===== src/rtl/tile_loop_ctrl.sv =====
// Two-level row/column loop sequencer driving an inner (column) and outer (row) counter.
// Optional abort input enabled by defining TILE_LOOP_CTRL_ABORT_EN.
module tile_loop_ctrl #(
  parameter int CNT_WIDTH = 8
) (
  input  logic                 clkIn,
  input  logic                 rstNIn,
`ifdef TILE_LOOP_CTRL_ABORT_EN
  input  logic                 abortIn,
`endif
  input  logic                 cmdValidIn,
  output logic                 cmdReadyOut,
  input  logic [CNT_WIDTH-1:0] cmdRowsIn,
  input  logic [CNT_WIDTH-1:0] cmdColsIn,
  output logic                 innerClrOut,
  output logic                 innerAdvOut,
  output logic [CNT_WIDTH-1:0] innerEndValOut,
  input  logic [CNT_WIDTH-1:0] innerCntIn,
  input  logic                 innerDoneIn,
  output logic                 outerClrOut,
  output logic                 outerAdvOut,
  output logic [CNT_WIDTH-1:0] outerEndValOut,
  input  logic [CNT_WIDTH-1:0] outerCntIn,
  input  logic                 outerDoneIn,
  output logic                 idxValidOut,
  input  logic                 idxReadyIn,
  output logic [CNT_WIDTH-1:0] rowOut,
  output logic [CNT_WIDTH-1:0] colOut,
  output logic                 idxLastOut,
  output logic                 doneOut
);

  typedef enum logic [2:0] {IDLE, CLR, CHECK, RUN, WRAP, FINISH} stateE;

  stateE                state;
  stateE                nextState;
  logic [CNT_WIDTH-1:0] rowsReg;
  logic [CNT_WIDTH-1:0] colsReg;
  logic                 cmdAccept;
  logic                 abortHit;
  logic                 colLast;
  logic                 rowLast;
  logic                 readyInt;
  logic                 innerClrInt;
  logic                 innerAdvInt;
  logic                 outerClrInt;
  logic                 outerAdvInt;
  logic                 validInt;
  logic                 lastInt;
  logic                 doneInt;

  always_ff @(posedge clkIn) begin
    if (!rstNIn) begin
      state   <= IDLE;
      rowsReg <= '0;
      colsReg <= '0;
    end else begin
      state <= nextState;
      if (cmdAccept) begin
        rowsReg <= cmdRowsIn;
        colsReg <= cmdColsIn;
      end
    end
  end

  // Modulo arithmetic keeps cols = 2^CNT_WIDTH-1 working; zero counts never reach RUN.
  assign colLast = (innerCntIn == colsReg - CNT_WIDTH'(1));
  assign rowLast = (outerCntIn == rowsReg - CNT_WIDTH'(1));

`ifdef TILE_LOOP_CTRL_ABORT_EN
  assign abortHit = abortIn && (state != IDLE);
`else
  assign abortHit = 1'b0;
`endif

  always_comb begin
    nextState   = state;
    cmdAccept   = 1'b0;
    readyInt    = 1'b0;
    innerClrInt = 1'b0;
    innerAdvInt = 1'b0;
    outerClrInt = 1'b0;
    outerAdvInt = 1'b0;
    validInt    = 1'b0;
    lastInt     = 1'b0;
    doneInt     = 1'b0;
    unique case (state)
      IDLE: begin
        readyInt = 1'b1;
        if (cmdValidIn) begin
          cmdAccept = 1'b1;
          nextState = CLR;
        end
      end
      CLR: begin
        innerClrInt = 1'b1;
        outerClrInt = 1'b1;
        nextState   = CHECK;
      end
      CHECK: begin
        nextState = (innerDoneIn || outerDoneIn) ? FINISH : RUN;
      end
      RUN: begin
        validInt = 1'b1;
        lastInt  = colLast && rowLast;
        if (idxReadyIn) begin
          innerAdvInt = 1'b1;
          if (colLast) nextState = rowLast ? FINISH : WRAP;
        end
      end
      WRAP: begin
        innerClrInt = 1'b1;
        outerAdvInt = 1'b1;
        nextState   = RUN;
      end
      FINISH: begin
        doneInt   = 1'b1;
        nextState = IDLE;
      end
      default: nextState = IDLE;
    endcase
    // Abort wins over everything: clear both counters and suppress beats/completion.
    if (abortHit) begin
      nextState   = IDLE;
      innerClrInt = 1'b1;
      outerClrInt = 1'b1;
      innerAdvInt = 1'b0;
      outerAdvInt = 1'b0;
      validInt    = 1'b0;
      lastInt     = 1'b0;
      doneInt     = 1'b0;
    end
  end

  assign cmdReadyOut    = rstNIn && readyInt;
  assign innerClrOut    = rstNIn && innerClrInt;
  assign innerAdvOut    = rstNIn && innerAdvInt;
  assign outerClrOut    = rstNIn && outerClrInt;
  assign outerAdvOut    = rstNIn && outerAdvInt;
  assign idxValidOut    = rstNIn && validInt;
  assign idxLastOut     = rstNIn && lastInt;
  assign doneOut        = rstNIn && doneInt;
  assign innerEndValOut = rstNIn ? colsReg : '0;
  assign outerEndValOut = rstNIn ? rowsReg : '0;
  assign rowOut         = rstNIn ? outerCntIn : '0;
  assign colOut         = rstNIn ? innerCntIn : '0;

endmodule


===== config.mk =====
export PLATFORM = sky130hd
export DESIGN_NAME = tile_loop_ctrl
export DESIGN_NICKNAME = d
export VERILOG_FILES = /design/src/rtl/tile_loop_ctrl.sv
export SDC_FILE = /design/constraint.sdc
export NUM_CORES = 1
export LEC_CHECK = 0
export ABC_AREA = 1
export BUFFER_PORTS_ARGS = -buffer_cell sky130_fd_sc_hd__buf_4
export CAP_MARGIN = 20
export CORE_MARGIN = 3
export CORE_UTILIZATION = 48
export CTS_BUF_LIST = sky130_fd_sc_hd__clkbuf_4
export DETAILED_ROUTE_END_ITERATION = 10
export PLACE_DENSITY = 0.78
export SETUP_SLACK_MARGIN = 0.02
export SYNTH_ARGS = -nofsm -noshare
export SYNTH_HDL_FRONTEND = slang
export SYNTH_SLANG_ARGS = --single-unit

===== constraint.sdc =====
create_clock -name clkIn -period 2.8 [get_ports clkIn]
set_clock_uncertainty 0.1 [all_clocks]
set_input_delay 0.84 -clock clkIn [delete_from_list [all_inputs] [get_ports clkIn]]
set_output_delay 0.84 -clock clkIn [all_outputs]
set_load 0.03 [all_outputs]

* After elaboration in Yosys (flattened, before gate mapping)
Cells that the tools add are included.
Word-level totals: flip-flop bits (word level) 19, bits of input ports 38, output and inout port bits 40, word-level logic and storage cells 49
Cells by class: add/sub/neg operators 2, equal/unequal tests 10, mux-type cells 21, reductions and logical operators 13
Operators by type and width (count):
- $mux W8 | 4
- $eq A8 B8 Y1 | 2
- $sub A8 B1 Y8 const B | 2
- $pmux W3 S5 | 1
- $mux W1 | 12
- $mux W3 | 4
- $logic_and A1 B1 Y1 | 9
- $eq A3 B2 Y1 const B | 2
- $eq A3 B3 Y1 const B | 2
- $ne A2 B2 Y1 const B | 3
- $eq A3 B1 Y1 const B | 1
- $logic_not A3 Y1 | 1
- $reduce_and A3 Y1 | 1
- $reduce_or A2 Y1 | 1
- $logic_or A1 B1 Y1 | 1

* Longest topological paths before layout
depth in word-level cells 6, gate-level depth with buffers 14, gate-level depth less buffers 14

* Worst setup path after synthesis
No wires, ideal clock.
kind in2out, from input port rstNIn, to output port doneOut, arrival 2.078 ns, required time 1.860 ns, slack -0.218 ns, cell stages on the path 3, buffers on the path 1, path through clkbuf_1 > inv_1 > nor4_1
Between the ends: word-level cells in the longest chain between the ends 1
RTL lines:
- start: declaration | RTL line 7 | input logic rstNIn,
- $logic_and A1 B1 Y1 | RTL line 142 | assign doneOut = rstNIn && doneInt;
- end: declaration | RTL line 30 | output logic doneOut
Every way passes these cells.

* Worst setup path after layout
from input port outerCntIn[1], to output port idxLastOut
Between the ends: word-level cells in the longest chain between the ends 4
RTL lines:
- start: declaration | RTL line 23 | input logic [CNT_WIDTH-1:0] outerCntIn,
- $eq A8 B8 Y1 | RTL line 68 | assign rowLast = (outerCntIn == rowsReg - CNT_WIDTH'(1));
- $logic_and A1 B1 Y1 | RTL line 105 | lastInt = colLast && rowLast;
- $mux W1 | RTL line 87 | unique case (state)
- $logic_and A1 B1 Y1 | RTL line 141 | assign idxLastOut = rstNIn && lastInt;
- end: declaration | RTL line 29 | output logic idxLastOut,
Every way passes these cells.

==> results.json <==
{
  "finalHoldViolations": 0,
  "maxSlewHeadroom_pct": 67.0,
  "regArea_um2": 384,
  "clockBufferDepth": 2,
  "yosys_warnings": 0,
  "htreeDepth": 1,
  "fill_cells": 280,
  "totalWireLength_um": 4650,
  "async_reset_ff_share_pct": 0,
  "worstRegToRegCells": 11,
  "drive_gt1_share_pct": 34.6,
  "multi_input_area_um2": 1090,
  "cts_num_sinks": 19,
  "diodes": 0,
  "ant_nets": 0,
  "postSynthCellCount": 292,
  "final_cell_area_um2": 2440,
  "nets": 414,
  "syn-cell-area_um2": 1670,
  "hp-start": "colsReg[7]",
  "max_freq_mhz": 346,
  "grt_use_total_pct": 22.5,
  "synth.area.top_cells": "dfxtp_1 (23%), nand2_1 (19%), inv_1 (13%)",
  "switchingPower_mw": 0.519,
  "cts_tree": "done",
  "hold_depth": 2,
  "antenna_found_initial": 0,
  "yosysSeqAreaShare_pct": 22.7,
  "power.density_nw_per_um2": 470,
  "ys.flop_type": "dfxtp_1",
  "die_x_um": 65.1,
  "grt_pass1_vias": 1827,
  "io_pins": 78,
  "synth_edf_count": 0,
  "cp-end-kind": "primary output",
  "insertion_delay_ns": 0.30,
  "die_h_um": 65.1,
  "rrSetupSlack_ns": 1.06,
  "dp_hpwl_um": 3650,
  "ys_seq_elements": 19,
  "avgSynthCellArea_um2": 5.73,
  "rr_startpoint": "colsReg[1]",
  "synth_top_area_share_pct": 22.7,
  "p_sw_share_pct": 45.3,
  "whs_endpoint": "colsReg[7]",
  "violations": "setup timing",
  "ir_drop_v": 0.000352,
  "synth_most_common_cell": "nand2_1",
  "setup_slack_ns": -0.0865,
  "wire_per_inst_um": 11.2,
  "final_max_slew_viol_count": 0,
  "path_clk_slew_ns": 0.12,
  "crit_type": "in2out",
  "power.internal_mw": 0.628,
  "synth_common_cells": "nand2_1 (84), inv_1 (58), nor2_1 (24)",
  "setup-violations-final": 1,
  "grt_pass1_wl_um": 7650,
  "hold_path_class": "reg2reg",
  "yosys.area.top_type": "dfxtp_1",
  "dpl_cell_area_um2": 2340,
  "rsz0062_at_grt": "true",
  "p_leak_nw": 1.45,
  "syn2layout_area_growth_pct": 45.7,
  "syn_nets": 332,
  "via_per_inst": 4.70,
  "crit_arrival_ns": 1.95,
  "tightest_slew_ns": 0.494,
  "numCtsBuffers": 3,
  "vias": 1961,
  "firstDrtPassIters": 4,
  "status": "finished with violations",
  "min_period_over_period_pct": 103,
  "worstPathRequired_ns": 1.86,
  "yosysUniqueCellTypes": 29,
  "grt_max_degree": 27,
  "rows": 20,
  "core_um2": 3180,
  "die_area_um2": 4230,
  "crit_fanout": 3,
  "seq_power_share_pct": 30.9,
  "globalplace.congestion": 0.865,
  "power_frac_comb_pct": 56.1,
  "clkPwrFrac_pct": 13.0,
  "finalCriticalPeriod_ns": 2.89,
  "drtIter0Drc": 141,
  "cap_violations": 0,
  "start_util_pct": 52.7,
  "cts_root_buf": "clkbuf_4",
  "startpoint_type": "primary input",
  "port_buffers": 77,
  "holdWs_ns": 0.395,
  "gr-total-overflow": 0,
  "r2r-end": "state[0]",
  "drc": 0
}
-- layout by cell type, fill, tap and decap left out --
master and n:
buf_4 87, nand2_1 84, inv_1 56, nor2_1 24, nand3_1 20, a21oi_1 17, dfxtp_1 16, o21ai_0 11
nor2_2 7, nand2_2 6, inv_2 5, xnor2_1 5, xor2_1 5, nor3_2 3, nor2_4 3, nand3_2 3
clkbuf_4 3, dfxtp_2 3, or2_2 2, ha_4 2, nor4_2 1, o21ai_1 1, nand4_1 1, nand3b_1 1
o21ai_4 1, xnor2_4 1, xnor3_1 1, a21oi_2 1, o21a_1 1, a31oi_1 1, clkinv_2 1
-- cells by family after synthesis --
logic type | after synthesis | synth area share (%)
and+or+nand+nor | 155 | 41.4
buffers and inverters | 71 | 16.5
AOI/OAI and AO/OA | 33 | 10.8
DFF | 19 | 22.7
xor gates and xnor gates | 12 | 7.10
adders and majority gates | 2 | 1.49
-- power by group through the flow --
stage          clock (mW)  sequential [mW]  combinational (mW)
6_report            0.149            0.355               0.643
5_1_grt             0.162            0.360               0.718
4_1_cts             0.151            0.352               0.632
3_5_place_dp            0            0.357               0.606
3_3_place_gp            0            0.357               0.592
2_1_floorplan           0            0.347               0.433
-- registers in the layout, indices dropped and copies added, names as in the netlist --
| signal | cells |
|---|---|
| rowsReg | 8 |
| state | 3 |
| colsReg | 8 |
-- worst max path at each step --
| stage | from | to | slack, ns | depth (start not counted) |
|---|---|---|---|---|
| 4_1_cts | colsReg[1] | idxLastOut | -0.04 | 12 |
| 3_3_place_gp | outerCntIn[7] | idxLastOut | -0.07 | 9 |
| 6_report | outerCntIn[1] | idxLastOut | -0.09 | 11 |
| 2_1_floorplan | rstNIn | cmdReadyOut | 0.01 | 4 |
| 3_5_place_dp | outerCntIn[7] | idxLastOut | -0.08 | 9 |
| 5_1_grt | rowsReg[0] | idxLastOut | -0.15 | 12 |
-- cell type report --
cell class | count | share of cell area (%)
multi-input cells | 202 | 44.7
repair buffers | 87 | 26.8
flip-flops and latches | 19 | 15.7
inverters | 61 | 9.38
well taps | 44 | 2.26
clock buffers | 3 | 0.923
clock inverters | 1 | 0.205
-- through the flow --
stage	total power [mW]	util [%]	std cells	setup slack, ns	TNS [ns]
floorplan	0.780	-	292	0.0110	0
global placement	0.948	73.6	411	-0.0681	-0.0681
detailed placement	0.963	73.6	411	-0.0844	-0.0844
CTS	1.14	76.1	417	-0.0402	-0.0402
global route	1.24	76.8	417	-0.153	-0.153
finish	1.15	76.8	417	-0.0865	-0.0865
-- routing by layer --
metal / GRT usage, % / wire length [um]
met5: 0 / 0
met4: 3.11 / 13
met3: 5.37 / 322
met2: 38.8 / 2210
met1: 29.0 / 2110
-- worst max-delay path, stage by stage --
cell and delay [ns]:
buf_4 0.12, nand2_1 0.06, inv_1 0.04, nor2_1 0.09
nand3_1 0.08, nor2_1 0.11, nand2_1 0.06, nor2_2 0.09
nand3_2 0.10, nor3_2 0.17, buf_4 0.18
-- repair_timing --
| item | 4_1_cts | 5_1_grt |
|---|---|---|
| endpoints found under the setup margin | 1 | 1 |
| buffers inserted | 2 | 0 |
| hold buffers | 0 | 0 |
| gates resized for setup | 8 | 4 |
| endpoints found under the hold margin | 0 | 0 |
| pin swaps | 0 | 2 |
No activity file was read; power rests on OpenSTA's default activity.
